===== src/rtl/a5_pkg.sv =====
// Shared types and widths for the A5/1 keystream consumer.
package a5_pkg;

   localparam int KEY_WIDTH           = 64;
   localparam int WORD_WIDTH          = 32;
   localparam int FRAME_WIDTH_DEFAULT = 22;

   typedef enum logic [1:0] {
      ST_IDLE = 2'd0,
      ST_LOAD = 2'd1,
      ST_RUN  = 2'd2
   } state_e;

endpackage


===== src/rtl/a5_out_reg.sv =====
// One-entry valid/ready output register carrying a data word and its last flag.
module a5_out_reg
   import a5_pkg::*;
#(
   parameter int DW = WORD_WIDTH
) (
   input  logic          clk,
   input  logic          reset_n,
   input  logic          load,
   input  logic [DW-1:0] d_data,
   input  logic          d_last,
   input  logic          out_ready,
   output logic          out_valid,
   output logic [DW-1:0] out_data,
   output logic          out_last,
   output logic          can_load
);

   logic          valid_q, valid_d;
   logic [DW-1:0] data_q, data_d;
   logic          last_q, last_d;

   always_comb begin
      valid_d  = valid_q;
      data_d   = data_q;
      last_d   = last_q;
      // The slot is free for a new word when empty or being drained this cycle.
      can_load = !valid_q || out_ready;
      if (load) begin
         valid_d = 1'b1;
         data_d  = d_data;
         last_d  = d_last;
      end else if (out_ready) begin
         valid_d = 1'b0;
      end
   end

   always_ff @(posedge clk or negedge reset_n) begin
      if (!reset_n) begin
         valid_q <= 1'b0;
         data_q  <= '0;
         last_q  <= 1'b0;
      end else begin
         valid_q <= valid_d;
         data_q  <= data_d;
         last_q  <= last_d;
      end
   end

   assign out_valid = valid_q;
   assign out_data  = data_q;
   assign out_last  = last_q;

endmodule


===== src/rtl/a5_stream_cipher.sv =====
// A5/1 keystream consumer: XORs buffered keystream into a word stream and
// drives the buffer's load/key/frame controls, rekeying with frame+1 per frame.
module a5_stream_cipher
   import a5_pkg::*;
#(
   parameter int WPF_WIDTH   = 8,
   parameter int FRAME_WIDTH = FRAME_WIDTH_DEFAULT
) (
   input  logic                   clk,
   input  logic                   reset_n,
   input  logic                   start,
   input  logic                   stop,
   input  logic [KEY_WIDTH-1:0]   key,
   input  logic [FRAME_WIDTH-1:0] frame_init,
   input  logic [WPF_WIDTH-1:0]   words_per_frame,
   output logic                   busy,
   output logic [FRAME_WIDTH-1:0] cur_frame,
   output logic                   ks_load,
   output logic [KEY_WIDTH-1:0]   ks_key,
   output logic [FRAME_WIDTH-1:0] ks_frame,
   input  logic [WORD_WIDTH-1:0]  ks_data,
   input  logic                   ks_empty,
   output logic                   ks_rd_en,
   input  logic                   in_valid,
   output logic                   in_ready,
   input  logic [WORD_WIDTH-1:0]  in_data,
   input  logic                   in_last,
   output logic                   out_valid,
   input  logic                   out_ready,
   output logic [WORD_WIDTH-1:0]  out_data,
   output logic                   out_last
);

   state_e                 state_q, state_d;
   logic [KEY_WIDTH-1:0]   key_q, key_d;
   logic [FRAME_WIDTH-1:0] frame_q, frame_d;
   logic [WPF_WIDTH-1:0]   wpf_q, wpf_d;
   logic [WPF_WIDTH-1:0]   cnt_q, cnt_d;
   logic                   ks_load_q, ks_load_d;
   logic                   can_accept;
   logic                   fire;
   logic                   relatch;

   always_comb begin
      state_d  = state_q;
      key_d    = key_q;
      frame_d  = frame_q;
      wpf_d    = wpf_q;
      cnt_d    = cnt_q;
      relatch  = 1'b0;
      in_ready = (state_q == ST_RUN) && !ks_empty && can_accept && !start && !stop;
      fire     = in_valid && in_ready;

      case (state_q)
         ST_IDLE: relatch = start && !stop;
         ST_LOAD: state_d = stop ? ST_IDLE : ST_RUN;
         ST_RUN: begin
            if (stop) begin
               state_d = ST_IDLE;
            end else if (start) begin
               relatch = 1'b1;
            end else if (fire) begin
               // Frame boundary: the boundary word still goes out, then rekey.
               if (wpf_q != '0 && cnt_q == wpf_q - WPF_WIDTH'(1)) begin
                  cnt_d   = '0;
                  frame_d = frame_q + FRAME_WIDTH'(1);
                  state_d = ST_LOAD;
               end else begin
                  cnt_d = cnt_q + WPF_WIDTH'(1);
               end
            end
         end
         default: state_d = ST_IDLE;
      endcase

      if (relatch) begin
         state_d = ST_LOAD;
         key_d   = key;
         frame_d = frame_init;
         wpf_d   = words_per_frame;
         cnt_d   = '0;
      end

      ks_load_d = (state_d == ST_LOAD);
   end

   always_ff @(posedge clk or negedge reset_n) begin
      if (!reset_n) begin
         state_q   <= ST_IDLE;
         key_q     <= '0;
         frame_q   <= '0;
         wpf_q     <= '0;
         cnt_q     <= '0;
         ks_load_q <= 1'b0;
      end else begin
         state_q   <= state_d;
         key_q     <= key_d;
         frame_q   <= frame_d;
         wpf_q     <= wpf_d;
         cnt_q     <= cnt_d;
         ks_load_q <= ks_load_d;
      end
   end

   a5_out_reg #(
      .DW (WORD_WIDTH)
   ) u_out_reg (
      .clk       (clk),
      .reset_n   (reset_n),
      .load      (fire),
      .d_data    (in_data ^ ks_data),
      .d_last    (in_last),
      .out_ready (out_ready),
      .out_valid (out_valid),
      .out_data  (out_data),
      .out_last  (out_last),
      .can_load  (can_accept)
   );

   assign busy      = (state_q != ST_IDLE);
   assign cur_frame = frame_q;
   assign ks_frame  = frame_q;
   assign ks_key    = key_q;
   assign ks_load   = ks_load_q;
   assign ks_rd_en  = fire;

endmodule


===== config.mk =====
export PLATFORM = sky130hd
export DESIGN_NAME = a5_stream_cipher
export DESIGN_NICKNAME = d
export VERILOG_FILES = /design/src/rtl/a5_pkg.sv /design/src/rtl/a5_out_reg.sv /design/src/rtl/a5_stream_cipher.sv
export SDC_FILE = /design/constraint.sdc
export NUM_CORES = 1
export LEC_CHECK = 0
export CAP_MARGIN = 20
export CELL_PAD_IN_SITES_DETAIL_PLACEMENT = 1
export CELL_PAD_IN_SITES_GLOBAL_PLACEMENT = 2
export CORE_MARGIN = 10
export CORE_UTILIZATION = 26
export CTS_BUF_LIST = sky130_fd_sc_hd__clkbuf_8 sky130_fd_sc_hd__clkbuf_16
export CTS_CLUSTER_DIAMETER = 50
export CTS_CLUSTER_SIZE = 12
export DETAILED_ROUTE_END_ITERATION = 16
export PLACE_DENSITY = 0.88
export SETUP_SLACK_MARGIN = 0.02
export SYNTH_ARGS = -nofsm -noshare
export SYNTH_HDL_FRONTEND = slang
export SYNTH_SLANG_ARGS = --single-unit

===== constraint.sdc =====
create_clock -name clk -period 5.6 [get_ports clk]
set_clock_uncertainty 0.05 [all_clocks]
set_input_delay 0.56 -clock clk [delete_from_list [all_inputs] [get_ports clk]]
set_output_delay 0.56 -clock clk [all_outputs]
set_load 0.005 [all_outputs]

### Word-level counts from Yosys, hierarchy flattened

Index checks and enable logic that the tools add are counted.

| storage, ports and cells | value |
|---|---|
| bits in writable memories | 0 |
| logic and storage cells | 64 |
| latch bits | 0 |
| input port bits | 166 |
| register bits | 139 |
| memories kept | 0 |
| memory bits (read-only) | 0 |
| output and inout port bits | 146 |

| operators by class | value |
|---|---|
| add/subtract/negate cells | 3 |
| shift-type cells | 0 |
| reduce and logical (&&, ||, !) cells | 21 |
| divide/modulo/power cells | 0 |
| mux-type cells | 24 |
| equality and inequality tests | 6 |
| bitwise operators | 1 |
| $mul | 0 |
| $lt $le $gt $ge | 0 |

Operators by type and width:

| operator | count |
|---|---|
| $mux 22 | 6 |
| $mux 8 | 6 |
| $xor 32x32->32 | 1 |
| $add 22x1->22 const B | 1 |
| $mux 2 | 6 |
| $reduce_bool 2->1 | 5 |
| $add 8x1->8 const B | 1 |
| $eq 8x8->1 | 1 |
| $reduce_bool 8->1 | 1 |
| $sub 8x1->8 const B | 1 |
| $logic_and 1x1->1 | 7 |
| $pmux 2 s3 | 1 |
| $reduce_and 5->1 | 1 |
| $eq 2x1->1 const B | 2 |
| $logic_not 1->1 | 4 |
| $mux 1 | 4 |
| $ne 2x1->1 const B | 2 |
| $reduce_and 4->1 | 1 |
| $eq 2x2->1 const B | 1 |
| $logic_not 2->1 | 1 |
| $pmux 1 s2 | 1 |
| $logic_or 1x1->1 | 1 |

### Depth between registers and ports, before layout

| logic depth | value |
|---|---|
| depth after elaboration | 12 |
| gate-level depth with buffers | 10 |
| gate-level depth less buffers | 9 |

### Cells and area by module

From an unflattened synthesis, not the netlist that was laid out.

| unflattened totals | value |
|---|---|
| cell total of the unflattened synthesis | 679 |
| area, all modules | 6,740.2 um^2 |

Modules (own cells, without submodules):

| module | seq. area each (um^2) | instances | cells each | area an instance (um^2) |
|---|---|---|---|---|
| a5_stream_cipher | 2,627.5 | 1 | 606 | 5,325.1 |
| a5_out_reg | 850.8 | 1 | 73 | 1,415.1 |

### Worst setup path before layout

No wires, ideal clock.

| timing path | value |
|---|---|
| path type | input to output |
| from | input port start |
| to | output port ks_rd_en |
| arrival time | 2,042 ps |
| data required time | 4,990 ps |
| stages on the path | 8 |
| path buffers | 4 |
| path slack | 2,948 ps |
| cell sequence | nor3b_1 and3b_1 nand2_1 clkbuf_1 inv_1 buf_2 buf_2 buf_1 |

| between the ends | value |
|---|---|
| longest elaborated chain between the ends | 4 |

Ends and longest elaborated chain:

| what | line | RTL |
|---|---|---|
| start: declaration | a5_stream_cipher.sv:11 | `input logic start,` |
| $logic_not 1->1 | a5_stream_cipher.sv:51 | `in_ready = (state_q == ST_RUN) && !ks_empty && can_accept && !start && !stop;` |
| $logic_and 1x1->1 (2 in series) | a5_stream_cipher.sv:51 |  |
| via in_ready | a5_stream_cipher.sv:25 | `output logic in_ready,` |
| $logic_and 1x1->1 | a5_stream_cipher.sv:52 | `fire = in_valid && in_ready;` |
| end: declaration | a5_stream_cipher.sv:23 | `output logic ks_rd_en,` |

The timed path passes the listed nets, and every way through them passes these cells.

### Final worst setup path

| timing path | value |
|---|---|
| from | input port start |
| to | output port ks_rd_en |

| between the ends | value |
|---|---|
| longest elaborated chain between the ends | 4 |

Ends and longest elaborated chain:

| what | line |
|---|---|
| $logic_not 1->1 | a5_stream_cipher.sv:51 |
| $logic_and 1x1->1 (2 in series) | a5_stream_cipher.sv:51 |
| $logic_and 1x1->1 | a5_stream_cipher.sv:52 |

Every way passes these cells.

==> impl_metrics.json <==
{
  "crit_type": "in2out",
  "clkLatencyLatePin_ns": 0.42,
  "root_buffer": "clkbuf_16",
  "ir_drop_uv": 154,
  "seq_area_frac_synth_pct": 53.8,
  "syn_to_final_growth_pct": 61.3,
  "yosys-mux-area-fraction_pct": 12.5,
  "die-area_sq_um": 31600,
  "hold_violations": 0,
  "gr-total-overflow": 0,
  "track_usage_pct": 13.5,
  "layout_commonest_cell": "clkdlybuf4s50_1",
  "synth_xor_area_share_pct": 9.07,
  "end_kind": "output pin",
  "fillers": 2657,
  "hp-class": "in2async",
  "grt-busiest-layer": "met2",
  "yosys.area_share.simple_pct": 13.4,
  "drt_wl_total_um": 21900,
  "setup_viol": 0,
  "tns_ns": 0,
  "drive_gt1_share_pct": 15.0,
  "slowest_stage": "clkdlybuf4s50_1",
  "postCtsSetupBuffers": 0,
  "synth_top_family_by_area": "simple AND/OR/NAND/NOR gates",
  "clock-sinks": 139,
  "slew_headroom_pct": 43.3,
  "antenna_cells": 0,
  "p_per_area_nw_per_um2": 335,
  "synth-edff-count": 0,
  "critPathLaunchType": "input port",
  "grt_max_degree": 87,
  "p_int_uw": 2580,
  "via_per_inst": 4.45,
  "portBuffers": 311,
  "period_share_pct": 61.9,
  "grt_pass1_wl_um": 33100,
  "coreArea_sq_um": 24400,
  "grtUsageMet2_pct": 22.7,
  "synthArstFlopShare_pct": 100,
  "tightest_slew_ns": 0.849,
  "power.total_uw": 3500,
  "synthAdderAreaFrac_pct": 0.580,
  "postSynthCellCount": 562,
  "fin_cells": 1180,
  "gr-usage-met3_pct": 7.10,
  "die-width_um": 178,
  "path_buf_inv": 3,
  "multi_input_area_sq_um": 2700,
  "crit_chain": "clkdlybuf4s50_1 > nor3b_1 > and3b_1 > nand2_1 > inv_2 > clkdlybuf4s50_1",
  "p_clk_share_pct": 37.9,
  "cp.required_ns": 4.99,
  "worstPathMaxFanout": 28,
  "rows": 57,
  "drv_slew": 0,
  "p_comb_share_pct": 25.0,
  "yosysUniqueCellTypes": 47,
  "use_met1_pct": 14.7,
  "clkTransAtPathRegs_ns": 0.06,
  "ys_seq_elements": 139,
  "gp_congestion": 0.727,
  "cpMostUsedCell": "clkdlybuf4s50_1",
  "p_sw_share_pct": 26.2,
  "antenna_left": 0,
  "grt_pass1_vias": 5723,
  "period_needed_ns": 3.47,
  "rsz0062_at_grt": "no",
  "hpwl_um": 17000,
  "ioPinCount": 312,
  "cts_tree": "yes",
  "drc": 0,
  "ys_warn_count": 0,
  "net-switching-power_uw": 914,
  "maxCapViolCount": 0,
  "fmax_mhz": 288,
  "p_seq_share_pct": 37.1,
  "cts_inserted_buffers": 17,
  "die_height_um": 178,
  "regArea_sq_um": 3480,
  "avgRoutedWirePerCell_um": 18.6,
  "cts-hold-fix-buffers": 0,
  "dp_cells": 1148,
  "final_cell_mix": "clkdlybuf4s50_1, dfrtp_1, mux2_2",
  "drtIter0Drc": 194,
  "cts.path.max_buffers": 2,
  "synth.avg_cell_area_sq_um": 11.5,
  "layout.nets": 1012,
  "slowest_delay_ns": 0.61,
  "synthFlopType": "dfrtp_1",
  "syn_nets": 731,
  "antenna_found_initial": 0,
  "cp_top_family": "buffers and inverters",
  "vias": 5246,
  "synth-compound-area-share_pct": 5.92,
  "synth_area_sq_um": 6470,
  "start_util_pct": 26.5,
  "htree_levels": 4,
  "status": "complete, no violations",
  "drt_first_pass_iters": 4,
  "cts_resized": 0,
  "p_leak_uw": 0.00411,
  "cp.arrival_ns": 2.86
}
==> power by group through the flow <==
stage	registers (uW)	clock network (uW)	logic, uW
finish	1300	1330	873
global route	1320	1410	951
CTS	1300	1370	897
detailed placement	1320	0	893
global placement	1310	0	881
floorplan	1310	0	312
==> cell usage after synthesis (4+ instances only) <==
cell	instances	area (sq um)
nor3_1	6	30.0
xnor2_1	62	543
buf_1	5	18.8
o21ai_1	21	105
dfrtp_1	139	3480
mux2_2	71	800
nand3_1	10	50.1
nor4_1	10	62.6
nand2_1	39	146
nor2_1	48	180
or2_2	4	25.0
and3_1	6	37.5
nand4_1	9	56.3
clkbuf_1	21	78.8
xor2_1	5	43.8
buf_2	5	25.0
nor4_2	4	50.1
buf_4	23	173
a21oi_1	34	170
==> per-layer routing <==
layer / vias up / wire length [um]
li1: 2478 / -
met1: 2554 / 8630
met2: 202 / 10700
met3: 12 / 2410
met4: 0 / 206
met5: - / 0
==> sequential cells by signal, summed over array words and instances (netlist names) <==
| name | count |
|---|---|
| cnt_q | 8 |
| cur_frame | 22 |
| ks_key | 64 |
| ks_load | 1 |
| state_q | 2 |
| u_out_reg.out_data | 32 |
| u_out_reg.out_last | 1 |
| u_out_reg.out_valid | 1 |
| wpf_q | 8 |
==> worst paths after layout <==
kind / cells past startpoint / slack [ns] / startpoint / end
max in group asynchronous: 2 / 4.07 / reset_n / ks_key[26]
hold reg to reg: 2 / 0.44 / u_out_reg.out_last / u_out_reg.out_last
setup reg to reg: 9 / 2.24 / wpf_q[0] / cur_frame[17]
hold / removal: 1 / 0.17 / reset_n / ks_key[58]
min in group clk: 2 / 0.44 / u_out_reg.out_last / u_out_reg.out_last
setup / recovery: 6 / 2.13 / start / ks_rd_en
==> metrics by stage <==
stage / cell area (sq um) / utilization, % / hold slack (ns) / worst slack, ns
final: 10400 / 42.8 / 0.165 / 2.13
after global routing: 10400 / 42.8 / 0.207 / 1.85
after floorplan: 6470 / - / 0.214 / 2.95
after detailed placement: 9750 / 40.0 / 0.428 / 2.04
after CTS: 10400 / 42.8 / 0.197 / 2.04
after global placement: 9750 / 40.0 / 0.422 / 2.10
==> kinds of logic (layout without fill, tap and decap cells) <==
kind of cell,Yosys count,in the layout
buf+inv,57,351
xor+xnor,67,67
simple gates,155,155
compound gates,69,69
mux,72,72
fa+ha+maj,3,3
flops,139,139
==> area by class of cell <==
cell class / count / area share, %
Sequential cell: 139 / 33.3
Timing Repair Buffer: 316 / 30.2
Multi-Input combinational cell: 366 / 25.9
Clock buffer: 17 / 4.08
Tap cell: 324 / 3.88
Clock inverter: 15 / 2.51
Inverter: 3 / 0.108
No activity file was read; power rests on OpenSTA's default activity.
